<file path="config.mk">
export PLATFORM = sky130hd
export DESIGN_NAME = gbe_rx_width_conv
export DESIGN_NICKNAME = d
export VERILOG_FILES = /design/src/rtl/gbe_rx_conv_pkg.sv /design/src/rtl/gbe_rx_width_conv_byte_packer.sv /design/src/rtl/gbe_rx_width_conv.sv
export SDC_FILE = /design/constraint.sdc
export NUM_CORES = 1
export LEC_CHECK = 0
export CAP_MARGIN = 20
export CELL_PAD_IN_SITES_DETAIL_PLACEMENT = 1
export CELL_PAD_IN_SITES_GLOBAL_PLACEMENT = 1
export CORE_UTILIZATION = 40
export CTS_BUF_LIST = sky130_fd_sc_hd__clkbuf_4 sky130_fd_sc_hd__clkbuf_8
export DETAILED_ROUTE_END_ITERATION = 8
export GPL_TIMING_DRIVEN = 0
export PLACE_DENSITY_LB_ADDON = 0.1
export SYNTH_ARGS = -nofsm -noshare
export SYNTH_HDL_FRONTEND = slang
export SYNTH_SLANG_ARGS = --single-unit
</file>
<file path="constraint.sdc">
create_clock -name clk_i -period 4 [get_ports clk_i]
set_input_delay 0.4 -clock clk_i [delete_from_list [all_inputs] [get_ports clk_i]]
set_output_delay 0.4 -clock clk_i [all_outputs]
set_load 0.005 [all_outputs]
</file>
<file path="src/rtl/gbe_rx_conv_pkg.sv">
// Shared types and constants for the GbE RX byte-stream to packet-word converter.
package gbe_rx_conv_pkg;

  typedef enum logic [1:0] {
    ST_IDLE = 2'd0,
    ST_PACK = 2'd1,
    ST_DROP = 2'd2
  } state_e;

  localparam int unsigned ERR_CRC = 0;
  localparam int unsigned ERR_PHY = 1;
  localparam int unsigned ERR_LEN = 2;

  localparam logic [15:0] LEN_SAT = 16'hFFFF;

  function automatic int unsigned mod_w(input int unsigned bpw);
    return $clog2(bpw);
  endfunction

endpackage

</file>
<file path="src/rtl/gbe_rx_width_conv_byte_packer.sv">
// Byte slot counter and word accumulator; places each byte by the configured byte order.
module gbe_rx_byte_packer
  import gbe_rx_conv_pkg::*;
#(
  parameter int unsigned DATA_W    = 64,
  parameter bit          MSB_FIRST = 1'b1,
  localparam int unsigned BPW      = DATA_W / 8,
  localparam int unsigned MOD_W    = mod_w(BPW)
) (
  input  logic              clk_i,
  input  logic              rst_n_i,
  input  logic              wr_i,
  input  logic              first_i,
  input  logic              last_i,
  input  logic [7:0]        byte_i,
  output logic [DATA_W-1:0] word_o,
  output logic [MOD_W-1:0]  slot_o,
  output logic              word_full_o
);

  logic [MOD_W-1:0]  slot_q, slot_d;
  logic [DATA_W-1:0] acc_q, acc_d;

  // word_o already contains the incoming byte so the top can register it directly
  always_comb begin
    slot_o = first_i ? '0 : slot_q;
    word_o = first_i ? '0 : acc_q;
    for (int unsigned i = 0; i < BPW; i++) begin
      if (slot_o == MOD_W'(i)) begin
        if (MSB_FIRST) word_o[DATA_W-1-8*i -: 8] = byte_i;
        else           word_o[8*i +: 8]          = byte_i;
      end
    end
    word_full_o = (slot_o == MOD_W'(BPW - 1));

    slot_d = slot_q;
    acc_d  = acc_q;
    if (wr_i) begin
      if (word_full_o || last_i) begin
        slot_d = '0;
        acc_d  = '0;
      end else begin
        slot_d = slot_o + MOD_W'(1);
        acc_d  = word_o;
      end
    end
  end

  always_ff @(posedge clk_i or negedge rst_n_i) begin
    if (!rst_n_i) begin
      slot_q <= '0;
      acc_q  <= '0;
    end else begin
      slot_q <= slot_d;
      acc_q  <= acc_d;
    end
  end

endmodule

</file>
<file path="src/rtl/gbe_rx_width_conv.sv">
// GbE RX byte stream to packet-word packer with length/error checks and drop-on-full.
// Optional counters enabled by defining GBE_RX_CONV_STATS_EN.
module gbe_rx_width_conv
  import gbe_rx_conv_pkg::*;
#(
  parameter int unsigned DATA_W    = 64,
  parameter bit          MSB_FIRST = 1'b1,
  parameter int unsigned MIN_LEN   = 64,
  parameter int unsigned MAX_LEN   = 9600,
  localparam int unsigned BPW      = DATA_W / 8,
  localparam int unsigned MOD_W    = mod_w(BPW)
) (
  input  logic              clk_i,
  input  logic              rst_n_i,
  input  logic              clk_en_i,
  input  logic [7:0]        byte_data_i,
  input  logic              byte_en_i,
  input  logic              byte_err_i,
  input  logic              byte_end_i,
  input  logic              crc_err_i,
  input  logic              out_full_i,
  output logic [DATA_W-1:0] pkt_data_o,
  output logic              pkt_sop_o,
  output logic              pkt_eop_o,
  output logic [MOD_W-1:0]  pkt_mod_o,
  output logic [15:0]       pkt_len_o,
  output logic [2:0]        pkt_error_o,
  output logic              pkt_val_o
`ifdef GBE_RX_CONV_STATS_EN
  ,
  output logic [31:0]       stat_frames_o,
  output logic [31:0]       stat_drops_o,
  output logic [31:0]       stat_errs_o
`endif
);

  state_e state_q, state_d;
  logic [15:0] len_q, len_d;
  logic        phy_q, phy_d;
  logic        sop_pend_q, sop_pend_d;

  logic              val_q, val_d, sop_q, sop_d, eop_q, eop_d;
  logic [DATA_W-1:0] data_q, data_d;
  logic [MOD_W-1:0]  mod_q, mod_d;
  logic [15:0]       len_o_q, len_o_d;
  logic [2:0]        err_q, err_d;

  logic              accept, pk_wr, pk_first, pk_full, emit, eop, drop_evt, len_err;
  logic [DATA_W-1:0] pk_word;
  logic [MOD_W-1:0]  pk_slot;

  assign accept = clk_en_i & byte_en_i;

  gbe_rx_byte_packer #(
    .DATA_W    (DATA_W),
    .MSB_FIRST (MSB_FIRST)
  ) u_packer (
    .clk_i       (clk_i),
    .rst_n_i     (rst_n_i),
    .wr_i        (pk_wr),
    .first_i     (pk_first),
    .last_i      (byte_end_i),
    .byte_i      (byte_data_i),
    .word_o      (pk_word),
    .slot_o      (pk_slot),
    .word_full_o (pk_full)
  );

  always_comb begin
    state_d    = state_q;
    pk_wr      = 1'b0;
    pk_first   = 1'b0;
    emit       = 1'b0;
    eop        = 1'b0;
    drop_evt   = 1'b0;
    len_d      = len_q;
    phy_d      = phy_q;
    sop_pend_d = sop_pend_q;

    unique case (state_q)
      ST_IDLE: if (accept) begin
        // A full downstream only matters at frame start; a 1-byte dropped frame never leaves IDLE
        if (out_full_i) begin
          drop_evt = 1'b1;
          if (!byte_end_i) state_d = ST_DROP;
        end else begin
          pk_wr      = 1'b1;
          pk_first   = 1'b1;
          len_d      = 16'd1;
          phy_d      = byte_err_i;
          sop_pend_d = 1'b1;
          emit       = byte_end_i | pk_full;
          eop        = byte_end_i;
          if (!byte_end_i) state_d = ST_PACK;
        end
      end
      ST_PACK: if (accept) begin
        pk_wr = 1'b1;
        if (len_q != LEN_SAT) len_d = len_q + 16'd1;
        phy_d = phy_q | byte_err_i;
        emit  = byte_end_i | pk_full;
        eop   = byte_end_i;
        if (byte_end_i) state_d = ST_IDLE;
      end
      ST_DROP: if (accept && byte_end_i) state_d = ST_IDLE;
      default: state_d = ST_IDLE;
    endcase

    len_err = ({16'd0, len_d} < MIN_LEN) || ({16'd0, len_d} > MAX_LEN);

    val_d   = emit;
    data_d  = data_q;
    sop_d   = sop_q;
    eop_d   = eop_q;
    mod_d   = mod_q;
    len_o_d = len_o_q;
    err_d   = err_q;
    if (emit) begin
      data_d     = pk_word;
      sop_d      = sop_pend_d;
      eop_d      = eop;
      len_o_d    = len_d;
      mod_d      = eop ? pk_slot + MOD_W'(1) : '0;
      err_d      = '0;
      if (eop) begin
        err_d[ERR_CRC] = crc_err_i;
        err_d[ERR_PHY] = phy_d;
        err_d[ERR_LEN] = len_err;
      end
      sop_pend_d = 1'b0;
    end
    if (eop) phy_d = 1'b0;
  end

  always_ff @(posedge clk_i or negedge rst_n_i) begin
    if (!rst_n_i) begin
      state_q    <= ST_IDLE;
      len_q      <= '0;
      phy_q      <= 1'b0;
      sop_pend_q <= 1'b0;
      val_q      <= 1'b0;
      data_q     <= '0;
      sop_q      <= 1'b0;
      eop_q      <= 1'b0;
      mod_q      <= '0;
      len_o_q    <= '0;
      err_q      <= '0;
    end else begin
      state_q    <= state_d;
      len_q      <= len_d;
      phy_q      <= phy_d;
      sop_pend_q <= sop_pend_d;
      val_q      <= val_d;
      data_q     <= data_d;
      sop_q      <= sop_d;
      eop_q      <= eop_d;
      mod_q      <= mod_d;
      len_o_q    <= len_o_d;
      err_q      <= err_d;
    end
  end

  assign pkt_val_o   = val_q;
  assign pkt_data_o  = data_q;
  assign pkt_sop_o   = sop_q;
  assign pkt_eop_o   = eop_q;
  assign pkt_mod_o   = mod_q;
  assign pkt_len_o   = len_o_q;
  assign pkt_error_o = err_q;

`ifdef GBE_RX_CONV_STATS_EN
  logic [31:0] frames_q, drops_q, errs_q;

  always_ff @(posedge clk_i or negedge rst_n_i) begin
    if (!rst_n_i) begin
      frames_q <= '0;
      drops_q  <= '0;
      errs_q   <= '0;
    end else begin
      if (emit && eop)                 frames_q <= frames_q + 32'd1;
      if (emit && eop && err_d != '0)  errs_q   <= errs_q + 32'd1;
      if (drop_evt)                    drops_q  <= drops_q + 32'd1;
    end
  end

  assign stat_frames_o = frames_q;
  assign stat_drops_o  = drops_q;
  assign stat_errs_o   = errs_q;
`endif

endmodule

</file>
# Yosys cells after proc, flatten, opt, wreduce, memory -nomap -nowiden
# Index checks and enable logic that the tools add are counted.
# Widths: inputs -> output; s select.
word_totals:
  elab_cells: 90
  out_inout_bits: 89
  inputBits: 16
  ff_bits: 176
classes:
  mux: 49
  n_reduce_logical: 6
  add_sub_neg: 2
  bitwise: 3
  order_cmp: 2
  n_eq_ne: 15
ops:
  columns: ["cell", "n"]
  rows:
  - ["$mux 64", 2]
  - ["$mux 16", 5]
  - ["$mux 8", 7]
  - ["$pmux 16 s2", 1]
  - ["$mux 1", 18]
  - ["$add 16x1->16 const B", 1]
  - ["$gt 16x14->1 const B", 1]
  - ["$lt 16x7->1 const B", 1]
  - ["$ne 16x16->1 const B", 1]
  - ["$mux 2", 7]
  - ["$eq 3x3->1 const B", 4]
  - ["$mux 3", 4]
  - ["$ne 2x2->1 const B", 5]
  - ["$pmux 1 s2", 4]
  - ["$eq 3x2->1 const B", 2]
  - ["$pmux 2 s3", 1]
  - ["$reduce_and 5->1", 1]
  - ["$add 3x1->3 const B", 1]
  - ["$eq 3x1->1 const B", 1]
  - ["$logic_not 3->1", 1]
  - ["$eq 2x1->1 const B", 1]
  - ["$eq 2x2->1 const B", 1]
  - ["$logic_not 2->1", 1]
  - ["$logic_or 1x1->1", 2]
  - ["other kinds (3)", 4]

# Depth between registers and ports, before layout
# Gate-level depths: netlist (run 1).
depth:
  word_depth: 10
  mapped_depth: 16
  ltp_nobuf: 10

# By module
# From an unflattened synthesis (run 1), not the netlist that was laid out.
unflattened:
  cells_unflattened: 842
  hier_area_um2: 8092.8
by_module_without_submodules:
  columns: ["module", "cells_each", "seq_area_each_um2", "instances", "area_per_inst_um2"]
  rows:
  - ["gbe_rx_width_conv", 511, 2727.6, 1, 4631.9]
  - ["gbe_rx_byte_packer", 331, 1676.6, 1, 3460.8]

# Least setup slack after synthesis (run 1)
# Ideal clock, no wire load.
synth_path:
  path_type: "register to register"
  startpoint: "reg state_q[1]"
  endpoint: "reg len_o_q[14] (netlist: pkt_len_o[14])"
  path_slack_ps: 644
  arrival_time_ps: 3222
  required_ps: 3866
  stages_incl_launch_ff: 15
  path_cell_list: "dfrtp_1 buf_2 or4_4 buf_2 clkbuf_1 clkbuf_1 clkbuf_1 nand2_1 inv_1 ha_1 ha_1 o21ai_0 clkbuf_1 clkbuf_1 o21ai_0"
synth_between:
  elab_chain_cells: 8
synth_lines:
  columns: ["element", "line", "text"]
  rows:
  - ["start, declared", "gbe_rx_width_conv.sv:37", "state_e state_q, state_d;"]
  - ["start signal, assigned", "gbe_rx_width_conv.sv:149", "state_q <= state_d;"]
  - ["$logic_not 2->1", "gbe_rx_width_conv.sv:80", "unique case (state_q)"]
  - ["$mux 1", "gbe_rx_width_conv.sv:80", null]
  - ["$mux 3", "gbe_rx_width_conv_byte_packer.sv:26", "slot_o = first_i ? '0 : slot_q;"]
  - ["$eq 3x3->1", "gbe_rx_width_conv_byte_packer.sv:34", "word_full_o = (slot_o == MOD_W'(BPW - 1));"]
  - ["$or 1x1->1", "gbe_rx_width_conv.sv:92, gbe_rx_width_conv.sv:101", null]
  - ["$mux 1", "gbe_rx_width_conv.sv:83", "if (out_full_i) begin"]
  - ["$mux 1", "gbe_rx_width_conv.sv:81", "ST_IDLE: if (accept) begin"]
  - ["$pmux 1 s2", "gbe_rx_width_conv.sv:80", null]
  - ["end signal, assigned", "gbe_rx_width_conv.sv:158", "len_o_q <= len_o_d;"]
  - ["end, declared", "gbe_rx_width_conv.sv:45", "logic [15:0] len_o_q, len_o_d;"]
# Parallel ways exist; a longest one is shown, timed or not.
# A chain may end at the register's enable or synchronous reset.

# Worst setup path in the final report (run 1)
layout_path:
  startpoint: "in byte_en_i"
  endpoint: "reg u_packer.acc_q[58]"
layout_between:
  elab_chain_cells: 7
layout_lines:
  columns: ["element", "line", "text"]
  rows:
  - ["start, declared", "gbe_rx_width_conv.sv:17", "input logic byte_en_i,"]
  - ["$and 1x1->1 *", "gbe_rx_width_conv.sv:52", "assign accept = clk_en_i & byte_en_i;"]
  - ["$mux 1", "gbe_rx_width_conv.sv:81", null]
  - ["$mux 1", "gbe_rx_width_conv.sv:80", null]
  - ["$mux 3", "gbe_rx_width_conv_byte_packer.sv:26", null]
  - ["$logic_not 3->1 or $eq 3x3->1 (tied branches)", "gbe_rx_width_conv_byte_packer.sv:29, gbe_rx_width_conv_byte_packer.sv:34", null]
  - ["$mux 8 or $logic_or 1x1->1 (tied branches)", "gbe_rx_width_conv_byte_packer.sv:29, gbe_rx_width_conv_byte_packer.sv:39", null]
  - ["$mux 64", "gbe_rx_width_conv_byte_packer.sv:39", "if (word_full_o || last_i) begin"]
  - ["end signal, assigned", "gbe_rx_width_conv_byte_packer.sv:52", "acc_q <= '0;"]
  - ["end signal, assigned", "gbe_rx_width_conv_byte_packer.sv:55", "acc_q <= acc_d;"]
  - ["end, declared", "gbe_rx_width_conv_byte_packer.sv:22", "logic [DATA_W-1:0] acc_q, acc_d;"]
# Every way passes the cells marked *; elsewhere a longest branch is shown, timed or not.

==> results of run 1 <==
power by group:
| part | total, µW | internal [µW] | switching, µW |
|---|---|---|---|
| sequential | 2410 | 2150 | 254 |
| combinational | 1590 | 808 | 784 |
| clock | 1110 | 443 | 672 |
worst min path at each step:
stage / end / cells after the start
floorplan: len_q[0] / 0
global placement: pkt_len_o[15] / 2
detailed placement: pkt_val_o / 1
CTS: pkt_len_o[3] / 2
global route: pkt_len_o[13] / 2
finish: pkt_val_o / 2
cells in the mapped netlist, types with 2 or more instances:
| cell type | n |
|---|---|
| sky130_fd_sc_hd__dfrtp_1 | 176 |
| sky130_fd_sc_hd__nand2_1 | 140 |
| sky130_fd_sc_hd__nor2_1 | 85 |
| sky130_fd_sc_hd__a22o_1 | 58 |
| sky130_fd_sc_hd__nand3_1 | 56 |
| sky130_fd_sc_hd__a31oi_1 | 52 |
| sky130_fd_sc_hd__clkbuf_1 | 40 |
| sky130_fd_sc_hd__o21ai_0 | 26 |
| sky130_fd_sc_hd__a21oi_1 | 18 |
| sky130_fd_sc_hd__and3_1 | 9 |
| sky130_fd_sc_hd__inv_1 | 9 |
| sky130_fd_sc_hd__nor2b_1 | 8 |
| sky130_fd_sc_hd__ha_1 | 7 |
| sky130_fd_sc_hd__o21ai_1 | 7 |
| sky130_fd_sc_hd__and2_1 | 5 |
| sky130_fd_sc_hd__nor3_1 | 5 |
| sky130_fd_sc_hd__nand2b_1 | 4 |
| sky130_fd_sc_hd__o31ai_1 | 4 |
| sky130_fd_sc_hd__o41ai_1 | 4 |
| sky130_fd_sc_hd__a21boi_0 | 3 |
| sky130_fd_sc_hd__and4_1 | 3 |
| sky130_fd_sc_hd__buf_1 | 3 |
| sky130_fd_sc_hd__clkinv_1 | 3 |
| sky130_fd_sc_hd__mux2_2 | 3 |
| sky130_fd_sc_hd__o211a_1 | 3 |
| sky130_fd_sc_hd__o211ai_1 | 3 |
| sky130_fd_sc_hd__or3_1 | 3 |
| sky130_fd_sc_hd__a22oi_1 | 2 |
| sky130_fd_sc_hd__a311oi_1 | 2 |
| sky130_fd_sc_hd__a41oi_1 | 2 |
| sky130_fd_sc_hd__buf_2 | 2 |
| sky130_fd_sc_hd__buf_6 | 2 |
| sky130_fd_sc_hd__mux2i_1 | 2 |
| sky130_fd_sc_hd__nand4_1 | 2 |
| sky130_fd_sc_hd__nand4_4 | 2 |
| sky130_fd_sc_hd__nand4b_1 | 2 |
| sky130_fd_sc_hd__nor4_1 | 2 |
| sky130_fd_sc_hd__o311ai_1 | 2 |
| sky130_fd_sc_hd__or2_2 | 2 |
logic make-up after synthesis:
kind of cell | Yosys count | synth area share
xor gates and xnor gates | 2 | 0.00226
muxes | 5 | 0.00694
adders and majority gates | 7 | 0.0113
and+or+nand+nor | 336 | 0.199
AOI/OAI and AO/OA | 198 | 0.181
DFF | 176 | 0.568
buffers and inverters | 59 | 0.0308
cell type report:
type	count	area, µm²
Tap cell	260	325
Buffer	46	214
Clock inverter	12	91.3
Inverter	12	45.0
Fill cell	2123	9150
Multi-Input combinational cell	548	3260
Sequential cell	176	4400
Clock buffer	19	249
Timing Repair Buffer	107	1090
per-layer routing:
| layer | routed length (µm) | part of all wire | vias to the layer above | global-route usage |
|---|---|---|---|---|
| met4 | 432 | 0.017 | 0 | 0.0772 |
| met2 | 12000 | 0.48 | 168 | 0.432 |
| li1 | - | - | 3055 | - |
| met5 | 0 | 0 | - | 0 |
| met3 | 851 | 0.034 | 34 | 0.0353 |
| met1 | 11600 | 0.47 | 3554 | 0.364 |
flip-flops by register name, summed over array words and instances (netlist names):
signal	count
pkt_sop_o	1
pkt_eop_o	1
pkt_error_o	3
pkt_val_o	1
sop_pend_q	1
pkt_mod_o	3
phy_q	1
pkt_len_o	16
len_q	16
state_q	2
pkt_data_o	64
u_packer.acc_q	64
u_packer.slot_q	3
per-stage QoR:
stage                     setup WS (ns)  cells
after floorplan                   0.644    783
after global placement            -4.68   1147
after detailed placement          -1.67   1149
after CTS                       -0.0205   1180
after global routing            -0.0100   1180
final                             0.217   1180
timing repair:
item	CTS	global route
gates resized for setup	41	16
hold endpoints to repair	76	0
endpoints found under the setup margin	155	139
hold buffers	1	0
==> metrics.txt, run 1 <==
# TYPE chip_impl_metric gauge
chip_impl_info{name="result_of_the_run",value="complete, no violations"} 1
chip_impl_info{name="crit-reg2reg-capture",value="u_packer.acc_q[58]"} 1
chip_impl_metric{name="finalPower",unit="µW"} 5110
chip_impl_info{name="yosys_most_used_dff",value="sky130_fd_sc_hd__dfrtp_1"} 1
chip_impl_metric{name="drc_violations",unit=""} 0
chip_impl_info{name="post_synth_main_area_contributors",value="sky130_fd_sc_hd__dfrtp_1, sky130_fd_sc_hd__nand2_1, sky130_fd_sc_hd__a22o_1, sky130_fd_sc_hd__a31oi_1, sky130_fd_sc_hd__nor2_1"} 1
chip_impl_metric{name="firstDrtPassIters",unit=""} 5
chip_impl_metric{name="critical_path_required",unit="ns"} 4.39
chip_impl_metric{name="clkLatencyLatePin",unit="ns"} 0.46
chip_impl_metric{name="period_share",unit=""} 0.946
chip_impl_metric{name="die_width",unit="µm"} 141
chip_impl_info{name="root_buffer",value="sky130_fd_sc_hd__clkbuf_8"} 1
chip_impl_metric{name="dpl-instance-area",unit="µm²"} 9150
chip_impl_metric{name="ff2ff_path_depth",unit=""} 13
chip_impl_info{name="cp_cell_sequence",value="clkdlybuf4s50_1 -> nand2_1 -> or4_4 -> buf_2 -> buf_2 -> buf_4 -> nand2_1 -> inv_1 -> ha_1 -> ha_1 -> nor2_2 -> nand2_2 -> nor2_4 -> a22o_1"} 1
chip_impl_info{name="cts_tree",value="yes"} 1
chip_impl_info{name="worstSetupStartpoint",value="byte_en_i"} 1
chip_impl_metric{name="grt_antenna_before_repair",unit=""} 0
chip_impl_info{name="grt_setup_unrepaired",value="true"} 1
chip_impl_metric{name="number_of_synthesized_flops_with_an_enable_pin",unit=""} 0
chip_impl_metric{name="count_of_cell_instances_traversed_by_the_critical_path",unit=""} 14
chip_impl_metric{name="finalCriticalPeriod",unit="ns"} 3.78
chip_impl_info{name="kind_of_end_point_of_the_critical_path",value="register"} 1
chip_impl_metric{name="fin_worst_hold_slack",unit="ns"} 0.489
chip_impl_metric{name="cts.reportedPaths.clkPinSlew",unit="ns"} 0.09
chip_impl_metric{name="antenna_left",unit=""} 0
chip_impl_metric{name="syn-cell-area",unit="µm²"} 7750
chip_impl_metric{name="finish.net_count",unit=""} 931
chip_impl_metric{name="num_vias",unit=""} 6811
chip_impl_metric{name="cts-root-to-sink-buffers",unit=""} 2
chip_impl_metric{name="max_clock_freq",unit="MHz"} 264
chip_impl_metric{name="num_rows",unit=""} 50
chip_impl_metric{name="remaining_global_route_overflow",unit=""} 0
chip_impl_metric{name="worst-path-buf-inv",unit=""} 5
chip_impl_metric{name="yosysWarningCount",unit=""} 0
chip_impl_metric{name="p_leak",unit="µW"} 0.00421
chip_impl_metric{name="cts_made_buffers",unit=""} 17
chip_impl_info{name="mostFrequentLayoutCells",value="sky130_fd_sc_hd__dfrtp_1, sky130_fd_sc_hd__nand2_1, sky130_fd_sc_hd__clkdlybuf4s50_1"} 1
chip_impl_metric{name="postCtsSetupBuffers",unit=""} 0
chip_impl_metric{name="grt_first_pass_wirelength",unit="µm"} 40400
chip_impl_metric{name="route.detailed.wl_per_inst",unit="µm"} 21.1
chip_impl_metric{name="post_synthesis_cell_count",unit=""} 783
chip_impl_info{name="worstSetupPathType",value="in -> reg"} 1
chip_impl_metric{name="io_buffer_count",unit=""} 104
chip_impl_metric{name="die-height",unit="µm"} 141
chip_impl_metric{name="synth-seq-cells",unit=""} 176
chip_impl_metric{name="dp_hpwl",unit="µm"} 17600
chip_impl_metric{name="yosysUniqueCellTypes",unit=""} 61
chip_impl_metric{name="synth-seq-area-share",unit=""} 0.568
chip_impl_info{name="synth.largest_area_cell",value="sky130_fd_sc_hd__dfrtp_1"} 1
chip_impl_metric{name="cpPeakStageDelay",unit="ns"} 0.56
chip_impl_metric{name="final_layout_size_suffix_gt1_frac",unit=""} 0.0913
chip_impl_info{name="worst_setup_path_start_kind",value="input pin"} 1
chip_impl_metric{name="antennaDiodeCount",unit=""} 0
chip_impl_info{name="critPathCapture",value="u_packer.acc_q[58]"} 1
chip_impl_metric{name="wl",unit="µm"} 24900
chip_impl_metric{name="report.final.slew_viol_count",unit=""} 0
chip_impl_metric{name="vias_per_inst",unit=""} 5.77
chip_impl_info{name="crit-reg2reg-launch",value="state_q[1]"} 1
chip_impl_metric{name="place_congestion",unit=""} 0.866
chip_impl_metric{name="overall_global_routing_resource_usage",unit=""} 0.263
chip_impl_info{name="cp_top_family",value="simple AND/OR/NAND/NOR gates"} 1
chip_impl_metric{name="path_max_fanout",unit=""} 19
chip_impl_metric{name="arrival",unit="ns"} 4.17
chip_impl_info{name="hold_path.class",value="in -> async"} 1
chip_impl_metric{name="postSynthNetCount",unit=""} 806
chip_impl_metric{name="skew",unit="ns"} 0.0138
chip_impl_metric{name="slew-limit-headroom",unit=""} 0.214
chip_impl_metric{name="die_area",unit="µm²"} 19900
chip_impl_info{name="mostFrequentLayoutCell",value="sky130_fd_sc_hd__dfrtp_1"} 1
chip_impl_metric{name="hold_viol",unit=""} 0
chip_impl_metric{name="first_global_vias",unit=""} 7152
chip_impl_metric{name="start_util",unit=""} 0.412
chip_impl_metric{name="final.setup.tns",unit="ns"} 0
chip_impl_metric{name="clock_sink_count",unit=""} 176
chip_impl_metric{name="worst_pin_slew",unit="ns"} 1.18
chip_impl_metric{name="cts.htree.levels",unit=""} 4
chip_impl_metric{name="design.portCount",unit=""} 105
chip_impl_metric{name="post-route-cell-area",unit="µm²"} 9680
chip_impl_metric{name="postSynthAreaPerCell",unit="µm²"} 9.90
chip_impl_metric{name="largest_net_degree_at_the_start_of_global_routing",unit=""} 101
chip_impl_metric{name="report.final.setup_viol",unit=""} 0
chip_impl_metric{name="core-area",unit="µm²"} 18800
chip_impl_metric{name="postSynth.asyncResetShare",unit=""} 1.00
chip_impl_metric{name="postLayoutCoreUtil",unit=""} 0.514
chip_impl_metric{name="ff2ff_setup_slack",unit="ns"} 0.26
chip_impl_metric{name="synth_top_cell_area_share",unit=""} 0.568
chip_impl_metric{name="vdd_drop_max",unit="V"} 0.000263
chip_impl_metric{name="area_delta_synth_final",unit="%"} 24.9
chip_impl_metric{name="cap_violations",unit=""} 0
chip_impl_metric{name="initialDrtViolationCount",unit=""} 409
chip_impl_info{name="crit_path_top_delay_cell",value="sky130_fd_sc_hd__clkdlybuf4s50_1"} 1
chip_impl_metric{name="power_density",unit="nW/µm²"} 528
Note: power is estimated with default switching activity, not from simulation.
==> run 2: changes to the inputs <==
GPL_TIMING_DRIVEN = default   (was 0)
==> run 2 against run 1 <==
- fmax up 8.1%
- sequential power hardly changed
- critical path depth is 3 lower
- utilization down 1.3 points
- clock power grew 8%
- clock-buffer cell count grew 2
- worst setup slack improved by 0.28 ns
- register-to-register slack improved by 0.29 ns
==> metrics.txt, run 2 (synthesized netlist as in run 1, its figures left out) <==
# TYPE chip_impl_metric gauge
chip_impl_info{name="result_of_the_run",value="complete, no violations"} 1
chip_impl_metric{name="drc_violations",unit=""} 0
chip_impl_metric{name="power_density",unit="nW/µm²"} 542
chip_impl_metric{name="grt_first_pass_wirelength",unit="µm"} 37200
chip_impl_metric{name="timing.final.ws_setup",unit="ns"} 0.499
chip_impl_info{name="hold_start",value="pkt_len_o[10]"} 1
chip_impl_metric{name="critical_path_required",unit="ns"} 4.39
chip_impl_metric{name="vdd_drop_max",unit="V"} 0.000299
chip_impl_metric{name="die_area",unit="µm²"} 19900
chip_impl_metric{name="num_rows",unit=""} 50
chip_impl_metric{name="route.detailed.wl_per_inst",unit="µm"} 19.9
chip_impl_info{name="timing.hold.worst_endpoint",value="pkt_len_o[10]"} 1
chip_impl_metric{name="postLayoutCoreUtil",unit=""} 0.501
chip_impl_metric{name="overall_global_routing_resource_usage",unit=""} 0.243
chip_impl_metric{name="hold_viol",unit=""} 0
chip_impl_metric{name="io_buffer_count",unit=""} 104
chip_impl_metric{name="place_congestion",unit=""} 0.844
chip_impl_metric{name="report.final.slew_viol_count",unit=""} 0
chip_impl_metric{name="postCtsSetupBuffers",unit=""} 0
chip_impl_metric{name="die-height",unit="µm"} 141
chip_impl_metric{name="core-area",unit="µm²"} 18800
chip_impl_metric{name="cts.reportedPaths.clkPinSlew",unit="ns"} 0.09
chip_impl_metric{name="cts.htree.levels",unit=""} 4
chip_impl_metric{name="worst_pin_slew",unit="ns"} 1.02
chip_impl_metric{name="antenna_left",unit=""} 0
chip_impl_metric{name="period_share",unit=""} 0.875
chip_impl_metric{name="final.setup.tns",unit="ns"} 0
chip_impl_metric{name="cap_violations",unit=""} 0
chip_impl_metric{name="first_global_vias",unit=""} 6684
chip_impl_metric{name="vias_per_inst",unit=""} 5.65
chip_impl_info{name="worst_setup_path_start_kind",value="input pin"} 1
chip_impl_metric{name="ff2ff_path_depth",unit=""} 9
chip_impl_info{name="grt_setup_unrepaired",value="false"} 1
chip_impl_metric{name="start_util",unit=""} 0.412
chip_impl_metric{name="cts_made_buffers",unit=""} 17
chip_impl_metric{name="num_vias",unit=""} 6454
chip_impl_metric{name="p_leak",unit="µW"} 0.00414
chip_impl_metric{name="largest_net_degree_at_the_start_of_global_routing",unit=""} 99
chip_impl_metric{name="path_max_fanout",unit=""} 23
chip_impl_info{name="cts_tree",value="yes"} 1
chip_impl_metric{name="initialDrtViolationCount",unit=""} 460
chip_impl_metric{name="max_clock_freq",unit="MHz"} 286
chip_impl_metric{name="area_delta_synth_final",unit="%"} 21.6
chip_impl_info{name="root_buffer",value="sky130_fd_sc_hd__clkbuf_8"} 1
chip_impl_metric{name="skew",unit="ns"} 0.0155
chip_impl_metric{name="design.portCount",unit=""} 105
chip_impl_metric{name="grt_antenna_before_repair",unit=""} 0
chip_impl_metric{name="final_layout_size_suffix_gt1_frac",unit=""} 0.0668
chip_impl_metric{name="holdBufCountCts",unit=""} 1
chip_impl_metric{name="wl",unit="µm"} 22800
chip_impl_info{name="hold_path.class",value="reg -> reg"} 1
chip_impl_metric{name="finalCriticalPeriod",unit="ns"} 3.50
chip_impl_metric{name="clock_sink_count",unit=""} 176
chip_impl_metric{name="firstDrtPassIters",unit=""} 5
chip_impl_metric{name="ff2ff_setup_slack",unit="ns"} 0.55
chip_impl_metric{name="clkLatencyLatePin",unit="ns"} 0.46
chip_impl_metric{name="remaining_global_route_overflow",unit=""} 0
chip_impl_metric{name="hold_depth",unit=""} 2
chip_impl_metric{name="slew-limit-headroom",unit=""} 0.321
chip_impl_metric{name="arrival",unit="ns"} 3.89
chip_impl_info{name="mostFrequentLayoutCell",value="sky130_fd_sc_hd__dfrtp_1"} 1
chip_impl_metric{name="fin_worst_hold_slack",unit="ns"} 0.481
chip_impl_metric{name="final.fill_count",unit=""} 2080
chip_impl_metric{name="antennaDiodeCount",unit=""} 0
chip_impl_info{name="crit-reg2reg-capture",value="u_packer.acc_q[45]"} 1
chip_impl_metric{name="cts-root-to-sink-buffers",unit=""} 2
chip_impl_metric{name="die_width",unit="µm"} 141
chip_impl_info{name="kind_of_end_point_of_the_critical_path",value="register"} 1
chip_impl_info{name="crit-reg2reg-launch",value="state_q[1]"} 1
chip_impl_metric{name="dp_hpwl",unit="µm"} 15200
chip_impl_metric{name="gates_resized_cts_repair",unit=""} 0
chip_impl_metric{name="report.final.setup_viol",unit=""} 0
chip_impl_metric{name="finish.net_count",unit=""} 893
chip_impl_metric{name="preCtsSetupSlack",unit="ns"} 0.00804
chip_impl_info{name="mostFrequentLayoutCells",value="sky130_fd_sc_hd__dfrtp_1, sky130_fd_sc_hd__nand2_1, sky130_fd_sc_hd__clkdlybuf4s50_1"} 1
chip_impl_info{name="worstSetupPathType",value="in -> reg"} 1
==> run 2: report_power, final <==
group          internal, µW  leakage [µW]  switching (µW)  total (µW)
sequential             2150       0.00231             246        2400
combinational           798       0.00164             712        1510
clock                   536      0.000189             661        1200
==> run 2: final cells by class <==
class,instances,area [µm²],area share
Multi-Input combinational cell,548,3120,0.331
Timing Repair Buffer,115,1150,0.122
Clock buffer,21,270,0.0287
Tap cell,260,325,0.0345
Sequential cell,176,4400,0.467
Clock inverter,11,109,0.0115
Inverter,12,46.3,0.00491
==> run 2: critical path: stages <==
cell and delay, ns:
sky130_fd_sc_hd__clkdlybuf4s50_1 0.54, sky130_fd_sc_hd__nand2_1 0.16, sky130_fd_sc_hd__or4_4 0.60, sky130_fd_sc_hd__nand2_1 0.20
sky130_fd_sc_hd__inv_1 0.11, sky130_fd_sc_hd__ha_1 0.24, sky130_fd_sc_hd__ha_1 0.26, sky130_fd_sc_hd__nor2_1 0.23
sky130_fd_sc_hd__nand3_1 0.33, sky130_fd_sc_hd__o21ai_1 0.60, sky130_fd_sc_hd__a22o_1 0.23
==> run 2: metrics by stage <==
stage	cell area, µm²	instances	total power (µW)
finish	9430	1143	5100
global route	9430	1143	5420
CTS	9430	1143	5170
detailed placement	9040	1110	3960
global placement	9040	1110	3900
floorplan	7750	783	3050
==> run 2: worst max-delay path by stage <==
stage | slack (ns) | depth (start not counted) | end | from
final | 0.50 | 11 | u_packer.acc_q[45] | clk_en_i
after CTS | 0.50 | 11 | u_packer.acc_q[48] | clk_en_i
after floorplan | 0.64 | 14 | pkt_len_o[14] | state_q[1]
after global routing | 0.31 | 11 | u_packer.acc_q[12] | clk_en_i
after detailed placement | 0.008 | 11 | u_packer.acc_q[45] | clk_en_i
after global placement | 0.28 | 11 | u_packer.acc_q[19] | clk_en_i
==> run 2: metal layers <==
metal  GRT usage  part of all wire  vias to the layer above
li1            -                 -                     2984
met1       0.338              0.48                     3298
met2       0.392              0.48                      145
met3      0.0401             0.034                       27
met4      0.0721             0.015                        0
met5           0                 0                        -
